`src/rtl/telem_pkg.sv`:
```
// Shared types and constants for the telemetry frame monitor.
// Imported by the monitor top and its timeout counter.
package telem_pkg;

  localparam int CHAN_W = 12;

  localparam logic [7:0] HDR0_DEF = 8'hAA;
  localparam logic [7:0] HDR1_DEF = 8'h55;

  typedef enum logic [2:0] {
    ST_IDLE,
    ST_SYNC,
    ST_HI,
    ST_LO,
    ST_CHK
  } state_t;

endpackage

```
`src/rtl/telem_tmo_cnt.sv`:
```
// Inter-byte timeout counter: clears on clr, counts while en,
// saturates at TMO_CYC and flags expired while it sits there.
module telem_tmo_cnt #(
  parameter int TMO_CYC = 50000
) (
  input  logic clk,
  input  logic rst,
  input  logic clr,
  input  logic en,
  output logic expired
);

  localparam int CW = $clog2(TMO_CYC + 1);
  localparam logic [CW-1:0] LIM = CW'(TMO_CYC);

  logic [CW-1:0] cnt;

  always_ff @(posedge clk or posedge rst) begin
    if (rst) begin
      cnt <= '0;
    end else if (clr) begin
      cnt <= '0;
    end else if (en && cnt != LIM) begin
      cnt <= cnt + 1'b1;
    end
  end

  assign expired = en && (cnt == LIM);

endmodule

```
`src/rtl/telem_frame_mon.sv`:
```
// Telemetry frame monitor: parses sync/payload/checksum bytes from
// a UART receiver and publishes the last good frame atomically.
module telem_frame_mon
  import telem_pkg::*;
#(
  parameter int         NUM_CH  = 3,
  parameter logic [7:0] HDR0    = HDR0_DEF,
  parameter logic [7:0] HDR1    = HDR1_DEF,
  parameter bit         CHK_EN  = 1'b1,
  parameter int         TMO_CYC = 50000
) (
  input  logic                     clk,
  input  logic                     rst,
  input  logic                     rx_rdy,
  input  logic [7:0]               rx_data,
  output logic                     clr_rdy,
  output logic [NUM_CH*CHAN_W-1:0] ch_data,
  output logic                     frame_vld,
  output logic                     frame_err,
  output logic [15:0]              frame_cnt,
  output logic [7:0]               err_cnt
);

  localparam int IW = (NUM_CH > 1) ? $clog2(NUM_CH) : 1;
  localparam logic [IW-1:0] LAST = IW'(NUM_CH - 1);
  localparam int DW = NUM_CH * CHAN_W;

  state_t         state;
  state_t         state_nx;
  logic [IW-1:0]  idx;
  logic [7:0]     chk;
  logic [3:0]     hi_nib;
  logic [DW-1:0]  shadow;
  logic [DW-1:0]  shadow_nx;

  logic commit;
  logic abort;
  logic ld_sync;
  logic ld_hi;
  logic ld_lo;
  logic tmo_en;
  logic tmo_clr;
  logic tmo;

  assign clr_rdy = rx_rdy;

  telem_tmo_cnt #(
    .TMO_CYC(TMO_CYC)
  ) u_tmo (
    .clk    (clk),
    .rst    (rst),
    .clr    (tmo_clr),
    .en     (tmo_en),
    .expired(tmo)
  );

  always_ff @(posedge clk or posedge rst) begin
    if (rst) state <= ST_IDLE;
    else     state <= state_nx;
  end

  always_comb begin
    state_nx = state;
    if (commit || abort) begin
      state_nx = ST_IDLE;
    end else if (rx_rdy) begin
      unique case (state)
        ST_IDLE: if (rx_data == HDR0) state_nx = ST_SYNC;
        ST_SYNC: if (rx_data == HDR1) state_nx = ST_HI;
        ST_HI:   state_nx = ST_LO;
        ST_LO:   state_nx = (idx == LAST) ? ST_CHK : ST_HI;
        default: state_nx = ST_IDLE;
      endcase
    end
  end

  // A byte always wins over a coincident timeout.
  always_comb begin
    commit  = 1'b0;
    abort   = 1'b0;
    tmo_en  = (state != ST_IDLE);
    tmo_clr = rx_rdy || (state == ST_IDLE);
    ld_sync = rx_rdy && (state == ST_SYNC) && (rx_data == HDR1);
    ld_hi   = rx_rdy && (state == ST_HI) && (rx_data[7:4] == 4'h0);
    ld_lo   = rx_rdy && (state == ST_LO);
    if (rx_rdy) begin
      unique case (state)
        ST_SYNC: abort = (rx_data != HDR1) && (rx_data != HDR0);
        ST_HI:   abort = (rx_data[7:4] != 4'h0);
        ST_LO:   commit = (idx == LAST) && !CHK_EN;
        ST_CHK: begin
          commit = (rx_data == chk);
          abort  = (rx_data != chk);
        end
        default: ;
      endcase
    end else begin
      abort = tmo;
    end
  end

  always_comb begin
    shadow_nx = shadow;
    if (ld_lo) shadow_nx[idx*CHAN_W +: CHAN_W] = {hi_nib, rx_data};
  end

  always_ff @(posedge clk or posedge rst) begin
    if (rst) begin
      idx       <= '0;
      chk       <= '0;
      hi_nib    <= '0;
      shadow    <= '0;
      ch_data   <= '0;
      frame_vld <= 1'b0;
      frame_err <= 1'b0;
      frame_cnt <= '0;
      err_cnt   <= '0;
    end else begin
      frame_vld <= commit;
      frame_err <= abort;
      shadow    <= shadow_nx;
      if (ld_sync) begin
        idx <= '0;
        chk <= '0;
      end
      if (ld_hi) begin
        hi_nib <= rx_data[3:0];
        chk    <= chk ^ rx_data;
      end
      if (ld_lo) begin
        chk <= chk ^ rx_data;
        if (idx != LAST) idx <= idx + 1'b1;
      end
      if (commit) begin
        ch_data <= shadow_nx;
        if (frame_cnt != 16'hFFFF) frame_cnt <= frame_cnt + 1'b1;
      end
      if (abort && err_cnt != 8'hFF) err_cnt <= err_cnt + 1'b1;
    end
  end

endmodule
```
`config.mk`:
```
export PLATFORM = sky130hd
export DESIGN_NAME = telem_frame_mon
export DESIGN_NICKNAME = d
export VERILOG_FILES = /design/src/rtl/telem_pkg.sv /design/src/rtl/telem_tmo_cnt.sv /design/src/rtl/telem_frame_mon.sv
export SDC_FILE = /design/constraint.sdc
export NUM_CORES = 1
export LEC_CHECK = 0
export ABC_AREA = 1
export CAP_MARGIN = 20
export CORE_MARGIN = 2
export CORE_UTILIZATION = 35
export DETAILED_ROUTE_END_ITERATION = 6
export SYNTH_ARGS = -nofsm -noshare
export SYNTH_HDL_FRONTEND = slang
export SYNTH_SLANG_ARGS = --single-unit
```
`constraint.sdc`:
```
create_clock -name clk -period 5.7 [get_ports clk]
set_input_delay 1.14 -clock clk [delete_from_list [all_inputs] [get_ports clk]]
set_output_delay 1.14 -clock clk [all_outputs]
set_load 0.01 [all_outputs]
```
==> results.yml, run 1 <==
min_path:
  worstHoldStart: "shadow[28]"
  min_path_type: "reg -> reg"
  min_to: "shadow[28]"
  holdPathStages: 2
global_routing:
  grt_usage_pct: 17.01
  grt_overflow: 0
  grt_pass1_wl_um: 26700
  antenna_found_initial: 0
  grt_pass1_vias: 5207
  grt_max_degree: 61
final_layout:
  drive_gt1_share_pct: 5.453
  stdcell_count: 1146
  mostFrequentLayoutCell: "nand2_1"
  seqCellArea_um2: 3278
  multi_input_area_um2: 2749
  mostFrequentLayoutCells: "nand2_1 (308), dfrtp_1 (131), inv_1 (83), clkdlybuf4s50_1 (73), o21ai_0 (61)"
  nets: 924
  diodes: 0
  area_delta_synth_final_pct: 23.18
  fillCellCount: 1848
worst_setup_path:
  crit_required_ps: 4560
  rr_startpoint: "idx[0]"
  worst-path-stages: 2
  ff2ff_path_depth: 7
  critPathMostFrequentCell: "clkdlybuf4s50_1"
  cp_num_buf_inv: 2
  crit_chain: "clkdlybuf4s50_1 > clkdlybuf4s50_1"
  cp-end-kind: "output pin"
  cpPeakStageDelay_ps: 740
  critPathArrivalTime_ps: 2510
  cp-start-kind: "input port"
  r2r_slack_ps: 2730
  crit_family: "buffers and inverters"
  r2r-end: "ch_data[21]"
  path_max_fanout: 10
  path_class: "in -> out"
  cpMaxStageDelayCell: "clkdlybuf4s50_1"
placed_design:
  pre_cts_slack_ps: 1953
  dpl.hpwl_um: 11280
  portBuffers: 73
  dp_cells: 1115
  gp_congestion: 0.9481
synth:
  syn_inst: 834
  yosysTopAreaCell: "dfrtp_1"
  syn-num-nets: 853
  synth_warnings: 0
  synth_area_per_cell_um2: 7.761
  ys_types: 30
  ys_ff_latch: 131
  synth_area_leaders: "dfrtp_1 (51%), nand2_1 (18%), inv_1 (4.9%)"
  synth_seq_area_share_pct: 50.65
  synth_area_um2: 6472
  synth_top_area_share_pct: 50.65
pwr:
  p_per_area_nw_per_um2: 357.6
  irDropWorstVdd_mv: 0.2916
  leakage_nw: 3.817
  p_total_w: 0.002851
clocking:
  cts.htree.levels: 4
  numClockSinks: 131
  clockBufferDepth: 2
  clk_latency_ps: 420
  ctsResizeCount: 0
  ctsHoldBuffers: 0
  cts_tree: "yes"
  root_buffer: "clkbuf_16"
  cts_buffers: 17
  path_clk_slew_ps: 50
  post_cts_buffers: 0
die:
  die_x_um: 140.0
  core.rowCount: 49
  initial_utilization_pct: 35.91
  ios: 74
  dieArea_um2: 19600
  die_y_um: 140.0
  coreArea_um2: 18020
routing:
  route.detailed.drc: 0
  wirelength_um: 15930
  vias: 5457
  drtAntennaViolNets: 0
  first_pass_iters: 5
  drt_iter0_markers: 364
  wl_per_cell_um: 13.90
  vias_per_cell: 4.762
sta:
  setup_tns_ps: 0
  rsz0062_at_grt: "false"
  maxSlewHeadroom_pct: 49.77
  setup_viol: 0
  fin_worst_skew_ps: 11.84
  hold_viol: 0
  post-route-period-util_pct: 63.96
  slew_viol_final: 0
  finalWorstSetupSlack_ps: 2054
  fin_crit_ps: 3646
  timing.fmax_mhz: 274.3
  max_slew.worst_pin.slew_ps: 753.5
status:
  status: "finished, final reports clean"
run:
  maxCapViolCount: 0
sequential cells by signal, summed over array words and instances (netlist names), 2 cells and up:
| name | flops |
|---|---|
| ch_data | 36 |
| shadow | 36 |
| frame_cnt | 16 |
| u_tmo.cnt | 16 |
| chk | 8 |
| err_cnt | 8 |
| hi_nib | 4 |
| state | 3 |
| idx | 2 |
synthesized netlist by cell type:
cell type / count
o21ai_1: 6
a21boi_1: 5
nor2_2: 2
nor2_4: 1
xnor2_1: 9
buf_2: 8
nand2_2: 4
nor3_4: 1
inv_1: 84
buf_4: 3
o22ai_1: 13
o21ai_0: 61
xor2_1: 15
a21oi_1: 17
nor2_1: 51
nand3_2: 1
clkbuf_1: 13
or2_2: 1
nand3_1: 49
nand2_1: 308
dfrtp_1: 131
nor3_2: 2
nor4_1: 1
nand4_1: 11
o21a_1: 2
inv_2: 5
ha_1: 8
nor3_1: 20
nand3b_1: 1
o31ai_1: 1
cell type report:
| cell class | instances | area share (%) |
|---|---|---|
| tap | 229 | 3.594 |
| timing repair buffer | 76 | 9.448 |
| sequential | 131 | 41.12 |
| clock inverter | 10 | 1.365 |
| multi-input combinational | 590 | 34.48 |
| inverter | 89 | 4.222 |
| clock buffer | 21 | 5.775 |
metrics by stage:
stage | util, % | area, µm² | hold slack [ps]
after floorplan | - | 6472 | 444.5
after global placement | 41.07 | 7403 | 460.0
after detailed placement | 41.07 | 7403 | 462.9
after CTS | 44.23 | 7973 | 474.7
after global routing | 44.23 | 7973 | 496.2
final | 44.23 | 7973 | 471.1
kinds of logic after synthesis:
family          share of synthesized area (%)
simple gates                            29.00
compound gates                          8.680
fa+ha+maj                               1.547
buf+inv                                 6.882
flops                                   50.65
xor+xnor                                3.248
where the power goes:
part	internal [W]	switching, W	leakage [nW]
logic	0.000214	0.000492	1.76
clock network	0.000659	0.000390	0.278
registers	0.00103	0.0000698	1.78
worst max path at each step:
| stage | startpoint | slack, ps | to |
|---|---|---|---|
| global placement | rx_rdy | 2030 | ch_data[20] |
| global route | rx_rdy | 1980 | clr_rdy |
| finish | rx_rdy | 2050 | clr_rdy |
| detailed placement | rx_rdy | 1950 | ch_data[21] |
| CTS | rx_rdy | 2050 | clr_rdy |
| floorplan | rst | 1060 | ch_data[0] |
per-layer routing:
metal | part of all wire (%) | up-vias | GRT usage (%)
met5 | 0 | - | 0
met4 | 1.8 | 0 | 6.211
met3 | 5.7 | 22 | 4.821
met2 | 43 | 142 | 24.65
met1 | 50 | 2502 | 24.30
li1 | - | 2791 | -
(Power assumes the default switching activity.)
==> run 2: changes to the inputs <==
==> constraint.sdc (replaced) <==
create_clock -name clk -period 3.5 [get_ports clk]
set_input_delay 0.7 -clock clk [delete_from_list [all_inputs] [get_ports clk]]
set_output_delay 0.7 -clock clk [all_outputs]
set_load 0.01 [all_outputs]
==> run 2 against run 1 <==
Effect of this change: final cell count is 1.0% higher; via count is 2.6% higher; clock power is 68% higher; worst setup slack worse by 1200 ps; sequential share of layout area is 0.62 points lower; first-iteration DRC count is 19% higher; sequential cell count stayed put.
==> results.yml, run 2 (synthesis results as in run 1) <==
clocking:
  post_cts_buffers: 0
  path_clk_slew_ps: 60
  root_buffer: "clkbuf_16"
  clk_latency_ps: 430
  ctsHoldBuffers: 0
  cts.htree.levels: 4
  clockBufferDepth: 2
  cts_buffers: 17
  ctsResizeCount: 0
  cts_tree: "yes"
  numClockSinks: 131
final_layout:
  drive_gt1_share_pct: 6.889
  largestRegisters: "ch_data x36, shadow x36"
  fillCellCount: 1811
  mostFrequentLayoutCells: "nand2_1 (308), dfrtp_1 (131), inv_1 (83), clkdlybuf4s50_1 (73), o21ai_0 (61)"
  stdcell_count: 1158
  nets: 935
  fin_area_um2: 8094
  mostFrequentLayoutCell: "nand2_1"
  diodes: 0
  area_delta_synth_final_pct: 25.05
die:
  dieArea_um2: 19600
  coreArea_um2: 18020
  ios: 74
  initial_utilization_pct: 35.91
  die_x_um: 140.0
  die_y_um: 140.0
  core.rowCount: 49
sta:
  setup_tns_ps: 0
  rsz0062_at_grt: "false"
  setup_viol: 0
  maxSlewHeadroom_pct: 49.14
  post-route-period-util_pct: 75.44
  fin_worst_skew_ps: 12.71
  max_slew.worst_pin.slew_ps: 761.3
  slew_viol_final: 0
  timing.fmax_mhz: 378.7
  holdWs_ps: 473.8
  hold_viol: 0
  fin_crit_ps: 2640
  finalWorstSetupSlack_ps: 859.5
worst_setup_path:
  worstSetupEndpoint: "clr_rdy"
  crit_family: "buffers and inverters"
  crit_chain: "clkdlybuf4s50_1 > buf_4 > clkdlybuf4s50_1"
  critPathArrivalTime_ps: 1940
  worst-path-stages: 3
  crit_required_ps: 2800
  rr_startpoint: "idx[0]"
  r2r_slack_ps: 1010
  critPathMostFrequentCell: "clkdlybuf4s50_1"
  cpPeakStageDelay_ps: 560
  r2r-end: "ch_data[11]"
  cp-start-kind: "input port"
  path_class: "in -> out"
  cp_num_buf_inv: 3
  cp-end-kind: "output pin"
  cpMaxStageDelayCell: "clkdlybuf4s50_1"
  startpoint: "rx_rdy"
  ff2ff_path_depth: 9
  path_max_fanout: 9
placed_design:
  dpl.hpwl_um: 12000
  gp_congestion: 0.8900
  dpl_cell_area_um2: 7512
  portBuffers: 73
  pre_cts_slack_ps: 651.0
  dp_cells: 1126
routing:
  drt_iter0_markers: 432
  routed-wl-met2_um: 7142
  m1WireLength_um: 8091
  vias: 5600
  drtAntennaViolNets: 0
  first_pass_iters: 6
  vias_per_cell: 4.836
  wl_per_cell_um: 14.23
  route.detailed.drc: 0
  wl_met3_um: 938
  top_layer: "met4"
  wirelength_um: 16480
min_path:
  min_path_type: "reg -> reg"
global_routing:
  grt_overflow: 0
  antenna_found_initial: 0
  grt_max_degree: 42
  grt_pass1_vias: 5286
  grt_pass1_wl_um: 27450
  grt_usage_pct: 17.52
pwr:
  irDropWorstVdd_mv: 0.4614
  leakage_nw: 3.857
  p_per_area_nw_per_um2: 586.7
run:
  maxCapViolCount: 0
status:
  status: "finished, final reports clean"
run 2: changes by cell type in the layout (fill, tap and decap cells not counted), sizes merged:
cell	before	now
inv	89	91
clkinv	6	2
buf	3	14
clkbuf	21	17
clkinvlp	2	9
run 2: final cells by class:
class / count / area, µm² / share of cell area, %
clock buffers: 17 / 425.4 / 5.256
repair buffers: 87 / 860.8 / 10.64
inverters: 89 / 337.8 / 4.174
flip-flops and latches: 131 / 3278 / 40.50
multi-input cells: 590 / 2749 / 33.96
clock inverters: 15 / 156.4 / 1.932
well taps: 229 / 286.5 / 3.540
run 2: worst min-delay path by stage:
| stage | from | to | slack [ps] | depth (start not counted) |
|---|---|---|---|---|
| 3_5_place_dp | shadow[31] | shadow[31] | 460 | 2 |
| 3_3_place_gp | shadow[29] | shadow[29] | 460 | 2 |
| 6_report | shadow[28] | shadow[28] | 470 | 2 |
| 4_1_cts | shadow[31] | shadow[31] | 480 | 2 |
| 5_1_grt | shadow[33] | shadow[33] | 490 | 2 |
| 2_1_floorplan | shadow[20] | shadow[20] | 440 | 2 |
run 2: worst register-to-register path, cell delays in order (launching register included):
cell and delay, ps:
dfrtp_1 380, inv_2 260, ha_1 400, nand2_1 280
nand2_2 190, nor3_1 420, nand2_1 110, nand2_1 90
o21ai_0 120, o21ai_1 150
run 2: report_power, final:
part / internal [W] / leakage [nW] / switching (W) / total, W
registers: 0.00167 / 1.78 / 0.0000975 / 0.00177
clock network: 0.00105 / 0.260 / 0.000707 / 0.00176
logic: 0.000382 / 1.82 / 0.000844 / 0.00123
total: 0.00310 / 3.86 / 0.00165 / 0.00475
run 2: through the flow:
step	power, W	utilization [%]
6_report	0.004748	44.90
5_1_grt	0.005034	44.90
4_1_cts	0.004765	44.90
3_5_place_dp	0.002995	41.68
3_3_place_gp	0.003000	41.68
2_1_floorplan	0.002624	-
run 2: metal layers:
metal  up-vias  track usage [%]
met5         -                0
met4         0            6.684
met3        23            4.581
met2       125            24.62
met1      2631            25.83
li1       2821                -
